## config.mk

```make
export PLATFORM = sky130hd
export DESIGN_NAME = divider_pipe_flat
export DESIGN_NICKNAME = d
export VERILOG_FILES = /design/src/rtl/divider_pipe_if.sv /design/src/rtl/divider_pipe.sv /design/src/flat_wrapper.sv
export SDC_FILE = /design/constraint.sdc
export NUM_CORES = 1
export LEC_CHECK = 0
export BUFFER_PORTS_ARGS = -buffer_cell sky130_fd_sc_hd__buf_2
export CELL_PAD_IN_SITES_DETAIL_PLACEMENT = 0
export CELL_PAD_IN_SITES_GLOBAL_PLACEMENT = 1
export CORE_MARGIN = 1.5
export CORE_UTILIZATION = 31
export CTS_BUF_LIST = sky130_fd_sc_hd__clkbuf_16
export CTS_CLUSTER_DIAMETER = 40
export CTS_CLUSTER_SIZE = 30
export DETAILED_ROUTE_END_ITERATION = 12
export PLACE_DENSITY_LB_ADDON = 0.3
export REMOVE_ABC_BUFFERS = 1
export SLEW_MARGIN = 20
export SYNTH_ARGS = -nofsm -noshare
export SYNTH_HDL_FRONTEND = slang
export SYNTH_SLANG_ARGS = --single-unit
```

## constraint.sdc

```tcl
create_clock -name clk -period 2.3 [get_ports clk]
set_input_delay 0.23 -clock clk [delete_from_list [all_inputs] [get_ports clk]]
set_output_delay 0.23 -clock clk [all_outputs]
set_load 0.02 [all_outputs]
```

## src/rtl/divider_pipe_if.sv

```systemverilog
// rtl/divider_pipe_if.sv - operand/result handshake bundle for the pipelined divider
interface divider_pipe_if #(
  parameter int DW    = 8,
  parameter int VW    = 4,
  parameter int TAG_W = 4
);
  logic             in_valid;
  logic             in_ready;
  logic [DW-1:0]    dividend;
  logic [VW-1:0]    divisor;
  logic [TAG_W-1:0] in_tag;
  logic             out_valid;
  logic             out_ready;
  logic [DW-1:0]    quotient;
  logic [VW-1:0]    remainder;
  logic             dbz;
  logic [TAG_W-1:0] out_tag;

  modport master (
    output in_valid, dividend, divisor, in_tag, out_ready,
    input  in_ready, out_valid, quotient, remainder, dbz, out_tag
  );

  modport slave (
    input  in_valid, dividend, divisor, in_tag, out_ready,
    output in_ready, out_valid, quotient, remainder, dbz, out_tag
  );
endinterface

```

## src/rtl/divider_pipe.sv

```systemverilog
// rtl/divider_pipe.sv - fully pipelined unsigned restoring divider, one quotient bit per stage
module divider_pipe #(
  parameter int DW    = 8,
  parameter int VW    = 4,
  parameter int TAG_W = 4
) (
  input  logic            clk,
  input  logic            rstn,
  divider_pipe_if.slave   bus
);

  logic adv;

  // Returns {quotient bit, new partial remainder} for one restoring step.
  function automatic logic [VW:0] step(input logic [VW-1:0] r, input logic b,
                                       input logic [VW-1:0] d);
    logic [VW:0] t;
    logic [VW:0] diff;
    t    = {r, b};
    diff = t - {1'b0, d};
    if (t >= {1'b0, d}) step = {1'b1, diff[VW-1:0]};
    else                step = {1'b0, t[VW-1:0]};
  endfunction

  // Stage k keeps k+1 quotient bits and DW-1-k unconsumed dividend bits.
  for (genvar k = 0; k < DW; k++) begin : g_stage
    logic             vld_p;
    logic             dbz_p;
    logic [VW-1:0]    rem_p;
    logic [VW-1:0]    dvs_p;
    logic [DW-1-k:0]  dvd_p;
    logic [TAG_W-1:0] tag_p;
    logic [VW:0]      res;
    logic [k:0]       quo_nx;

    logic             vld_q;
    logic             dbz_q;
    logic [VW-1:0]    rem_q;
    logic [k:0]       quo_q;
    logic [TAG_W-1:0] tag_q;

    if (k == 0) begin : g_head
      assign vld_p  = bus.in_valid;
      assign dbz_p  = (bus.divisor == '0);
      assign rem_p  = '0;
      assign dvs_p  = bus.divisor;
      assign dvd_p  = bus.dividend;
      assign tag_p  = bus.in_tag;
      assign quo_nx = res[VW];
    end else begin : g_body
      assign vld_p  = g_stage[k-1].vld_q;
      assign dbz_p  = g_stage[k-1].dbz_q;
      assign rem_p  = g_stage[k-1].rem_q;
      assign dvs_p  = g_stage[k-1].g_fwd.dvs_q;
      assign dvd_p  = g_stage[k-1].g_fwd.dvd_q;
      assign tag_p  = g_stage[k-1].tag_q;
      assign quo_nx = {g_stage[k-1].quo_q, res[VW]};
    end

    assign res = step(rem_p, dvd_p[DW-1-k], dvs_p);

    // Bubbles carry zeros so an idle output never shows stale data.
    always_ff @(posedge clk or negedge rstn) begin
      if (!rstn) begin
        vld_q <= 1'b0;
        dbz_q <= 1'b0;
        rem_q <= '0;
        quo_q <= '0;
        tag_q <= '0;
      end else if (adv) begin
        vld_q <= vld_p;
        dbz_q <= vld_p & dbz_p;
        rem_q <= vld_p ? res[VW-1:0] : '0;
        quo_q <= vld_p ? quo_nx : '0;
        tag_q <= vld_p ? tag_p : '0;
      end
    end

    if (k < DW-1) begin : g_fwd
      logic [VW-1:0]   dvs_q;
      logic [DW-2-k:0] dvd_q;

      always_ff @(posedge clk or negedge rstn) begin
        if (!rstn) begin
          dvs_q <= '0;
          dvd_q <= '0;
        end else if (adv) begin
          dvs_q <= vld_p ? dvs_p : '0;
          dvd_q <= vld_p ? dvd_p[DW-2-k:0] : '0;
        end
      end
    end
  end

  assign adv           = bus.out_ready | ~bus.out_valid;
  assign bus.in_ready  = adv;
  assign bus.out_valid = g_stage[DW-1].vld_q;
  assign bus.quotient  = g_stage[DW-1].quo_q;
  assign bus.remainder = g_stage[DW-1].rem_q;
  assign bus.dbz       = g_stage[DW-1].dbz_q;
  assign bus.out_tag   = g_stage[DW-1].tag_q;

endmodule

```

## src/flat_wrapper.sv

```systemverilog
// flat-port wrapper written by rule: the top's interface ports become plain ports
module divider_pipe_flat 
#(
  parameter int DW    = 8,
  parameter int VW    = 4,
  parameter int TAG_W = 4
)
  (clk, rstn, bus_in_valid, bus_dividend, bus_divisor, bus_in_tag, bus_out_ready, bus_in_ready, bus_out_valid, bus_quotient, bus_remainder, bus_dbz, bus_out_tag);
  divider_pipe_if #(.DW(DW), .VW(VW), .TAG_W(TAG_W)) bus_i ();
  input  logic clk;
  input  logic rstn;
  input wire logic [$bits(bus_i.in_valid)-1:0] bus_in_valid;
  input wire logic [$bits(bus_i.dividend)-1:0] bus_dividend;
  input wire logic [$bits(bus_i.divisor)-1:0] bus_divisor;
  input wire logic [$bits(bus_i.in_tag)-1:0] bus_in_tag;
  input wire logic [$bits(bus_i.out_ready)-1:0] bus_out_ready;
  output wire logic [$bits(bus_i.in_ready)-1:0] bus_in_ready;
  output wire logic [$bits(bus_i.out_valid)-1:0] bus_out_valid;
  output wire logic [$bits(bus_i.quotient)-1:0] bus_quotient;
  output wire logic [$bits(bus_i.remainder)-1:0] bus_remainder;
  output wire logic [$bits(bus_i.dbz)-1:0] bus_dbz;
  output wire logic [$bits(bus_i.out_tag)-1:0] bus_out_tag;
  assign bus_i.in_valid = bus_in_valid;
  assign bus_i.dividend = bus_dividend;
  assign bus_i.divisor = bus_divisor;
  assign bus_i.in_tag = bus_in_tag;
  assign bus_i.out_ready = bus_out_ready;
  assign bus_in_ready = bus_i.in_ready;
  assign bus_out_valid = bus_i.out_valid;
  assign bus_quotient = bus_i.quotient;
  assign bus_remainder = bus_i.remainder;
  assign bus_dbz = bus_i.dbz;
  assign bus_out_tag = bus_i.out_tag;
  divider_pipe #(.DW(DW), .VW(VW), .TAG_W(TAG_W)) u_core (.clk(clk), .rstn(rstn), .bus(bus_i));
endmodule
```

==> flow_metrics.py <==
metrics = {
    "worst_setup_path": {
        "crit_slowest_cell": "dfrtp_1",
        "worstSetupPathType": "reg -> out",
        "startpoint_type": "register",
        "path_cells": "nor2b_4 -> inv_4 -> buf_4 -> buf_2",
        "worstPathMaxFanout": 33,
        "cpPeakStageDelay_ns": 0.38,
        "path_buf_inv": 3,
        "critPathRequiredTime_ns": 2.07,
        "path_delay_family": "buffers and inverters",
        "cp.arrival_ns": 1.80,
        "endpoint_kind": "primary output",
    },
    "timing": {
        "slew_headroom": 0.565,
        "rsz0062_at_grt": "false",
        "slew_violations": 0,
        "fmax_ghz": 0.494,
        "fin_crit_ns": 2.03,
        "post-route-period-util": 0.881,
        "setup_viol": 0,
        "worstMarginPinSlew_ns": 0.653,
        "skew_ns": 0.0114,
        "finalHoldViolCount": 0,
    },
    "run": {
        "drv_cap": 0,
    },
    "global_routing": {
        "grt_max_degree": 138,
        "grt_pass1_vias": 5849,
        "grtUsageTotal": 0.136,
        "antenna_found_initial": 0,
        "gr-total-overflow": 0,
        "grt_pass1_wl_mm": 29.3,
    },
    "detailed_routing": {
        "vias_per_cell": 4.67,
        "drt-initial-drc-count": 357,
        "drc": 0,
        "m1WireLength_mm": 8.24,
        "drtPass1Iterations": 5,
        "final_antenna_net_count": 0,
        "vias": 5673,
        "routed-wl-met2_mm": 7.86,
        "wl_met3_microns": 494,
        "wl_per_cell_microns": 13.8,
        "wl_mm": 16.7,
        "top_layer": "met4",
    },
    "synthesis": {
        "synth_cells": 845,
        "syn_area_sq_um": 8080,
        "synth_xor_area_frac": 0.0152,
        "synth-simple-area-share": 0.225,
        "synthMuxAreaShare": 0.0448,
        "avgSynthCellArea_sq_um": 9.56,
        "synthDistinctLibCells": 35,
        "ys.flop_type": "dfrtp_1",
        "netlist.area_leader.share": 0.533,
        "synth_top_cell_by_area": "dfrtp_1",
        "ys_ff_latch": 172,
        "synth-compound-area-share": 0.0776,
        "ys_warn_count": 0,
        "synth_top_family_by_area": "simple AND/OR/NAND/NOR gates",
        "yosysMostFrequentCell": "nand2_1",
        "ys_top_cells_by_count": "249 x nand2_1, 172 x dfrtp_1, 124 x nand3_1",
        "synth-edff-count": 0,
        "async_reset_ff_frac": 1.00,
        "synth-seq-area-share": 0.533,
        "synth_area_leaders": "dfrtp_1 53%, nand2_1 12%, nand3_1 7.7%",
        "yosys.area_share.adder": 0.0638,
    },
    "pwr": {
        "irDropWorstVdd_uv": 1340,
        "power.density_nw_per_um2": 1030,
        "p_leak_nw": 4.62,
    },
    "floorplanning": {
        "die_h_microns": 164,
        "rows": 58,
        "die_w_microns": 164,
        "die_area_sq_um": 27000,
        "io_pins": 39,
        "core_sq_um": 25400,
        "start_util": 0.318,
    },
    "final_layout": {
        "fillCellCount": 2671,
        "final_area_sq_um": 9240,
        "antennaDiodeCount": 0,
        "layout-drive-gt1-share": 0.156,
        "nNetsFinal": 929,
        "multi_input_area_sq_um": 3450,
        "ff_latch_area_sq_um": 4300,
        "postLayoutCoreUtil": 0.364,
        "area_growth_pct": 14.5,
    },
    "clocking": {
        "clk_latency_ns": 0.43,
        "root_buffer": "clkbuf_16",
        "cts_made_buffers": 17,
        "cts_sinks": 172,
        "cts_setup_buffers": 0,
        "htreeDepth": 4,
        "tritoncts": "built",
        "clk_pin_slew_worst_paths_ns": 0.07,
        "cts_buffer_depth": 2,
    },
    "placement": {
        "gp_congestion": 0.790,
        "port_buffers": 38,
        "hpwl_mm": 11.1,
        "dpl_cell_area_sq_um": 8680,
    },
    "run_status": {
        "outcome": "finished clean",
    },
    "min_path": {
        "min_path_type": "in -> reg",
    },
}
==> worst paths after layout <==
| path | from | endpoint | slack, ns | depth (start not counted) |
|---|---|---|---|---|
| max | u_core.bus.out_valid$_DFFE_PN0P_ | bus_in_ready | 0.27 | 4 |
| min | bus_in_tag[0] | u_core.g_stage[0].tag_q[0]$_DFFE_PN0P_ | 0.03 | 3 |
| max reg2reg | u_core.g_stage[0].g_fwd.dvs_q[2]$_DFFE_PN0P_ | u_core.g_stage[1].rem_q[1]$_DFFE_PN0P_ | 0.30 | 7 |
| min reg2reg | u_core.bus.out_tag[1]$_DFFE_PN0P_ | u_core.bus.out_tag[1]$_DFFE_PN0P_ | 0.46 | 2 |
| max in group asynchronous | rstn | u_core.g_stage[0].g_fwd.dvd_q[1]$_DFFE_PN0P_ | 1.34 | 3 |
| min in group asynchronous | rstn | u_core.g_stage[6].g_fwd.dvs_q[3]$_DFFE_PN0P_ | 0.25 | 2 |
==> per-layer routing <==
layer,up-vias,GRT usage
met1,2717,0.184
li1,2869,-
met5,-,0
met3,11,0.0239
met4,0,0.0426
met2,76,0.221
==> worst min-delay path, cell delays in order <==
cell     delay [ns]
buf_2          0.08
nand3_1        0.06
nand2_1        0.06
==> cells by family (layout without fill, tap and decap cells) <==
logic type	count (synthesis)	in the layout
xor gates and xnor gates	14	14
and+or+nand+nor	413	413
muxes	29	29
buffers and inverters	88	128
adders and majority gates	37	37
DFF	172	172
AOI/OAI and AO/OA	92	92
==> state kept, by name (all words and copies together), names as in the netlist <==
register and cells:
u_core.bus.dbz 1, u_core.bus.out_tag 4, u_core.bus.out_valid 1, u_core.bus.quotient 8
u_core.bus.remainder 4, u_core.g_stage.dbz_q 7, u_core.g_stage.g_fwd.dvd_q 28, u_core.g_stage.g_fwd.dvs_q 28
u_core.g_stage.quo_q 28, u_core.g_stage.rem_q 28, u_core.g_stage.tag_q 28, u_core.g_stage.vld_q 7
==> layout make-up <==
| type | instances | area share |
|---|---|---|
| flip-flops and latches | 172 | 0.466 |
| multi-input cells | 585 | 0.373 |
| clock buffers | 17 | 0.0460 |
| well taps | 330 | 0.0447 |
| repair buffers | 56 | 0.0402 |
| inverters | 40 | 0.0165 |
| clock inverters | 15 | 0.0138 |
==> cells in the final DEF, fill, tap and decap left out, types with 2 or more instances in the layout <==
| cell | synthesis | routed |
|---|---|---|
| nand2_1 | 249 | 249 |
| dfrtp_1 | 172 | 172 |
| nand3_1 | 124 | 124 |
| inv_1 | 39 | 40 |
| o21ai_0 | 40 | 40 |
| buf_2 | 0 | 37 |
| ha_1 | 30 | 30 |
| clkbuf_16 | 0 | 17 |
| mux2i_1 | 14 | 14 |
| mux2_4 | 14 | 14 |
| buf_4 | 0 | 14 |
| xnor2_1 | 12 | 12 |
| o21ai_1 | 8 | 8 |
| nand2b_1 | 8 | 8 |
| o21ai_2 | 8 | 8 |
| a21oi_2 | 7 | 7 |
| o31ai_1 | 7 | 7 |
| nor2_2 | 7 | 7 |
| fa_1 | 7 | 7 |
| o22ai_2 | 6 | 6 |
| or4_1 | 5 | 5 |
| a211oi_1 | 5 | 5 |
| nor2b_1 | 6 | 5 |
| a221oi_1 | 5 | 5 |
| clkinvlp_4 | 0 | 5 |
| or2_2 | 4 | 4 |
| or2_1 | 4 | 4 |
| a21oi_1 | 3 | 3 |
| clkinv_4 | 0 | 3 |
| buf_12 | 0 | 3 |
| a211oi_2 | 2 | 2 |
| or4_4 | 2 | 2 |
| xor2_1 | 2 | 2 |
| nor2_1 | 2 | 2 |
| inv_6 | 0 | 2 |
==> repair_timing <==
| item | 4_1_cts | 5_1_grt |
|---|---|---|
| hold buffers | 1 | 0 |
| gates resized for setup | 0 | 0 |
| hold endpoints to repair | 26 | 0 |
| endpoints found under the setup margin | 0 | 0 |
==> report_power, final <==
group	total [mW]	switching [mW]	internal, mW	leakage [nW]
Clock	2.71	1.22	1.49	0.262
Combinational	3.06	1.86	1.20	2.01
Sequential	3.79	0.318	3.47	2.35
==> metrics by stage <==
step	setup slack, ns	TNS [ns]	hold slack (ns)	total power [mW]	std cells
floorplan	-8.38	-1395.02	-0.0656	5.99	797
global placement	0.345	0	0.129	6.94	1182
detailed placement	0.311	0	0.130	6.97	1182
CTS	0.243	0	0.0113	9.71	1215
global route	0.161	0	0.0294	10.2	1215
finish	0.274	0	0.0260	9.55	1215
(Power assumes the default switching activity.)
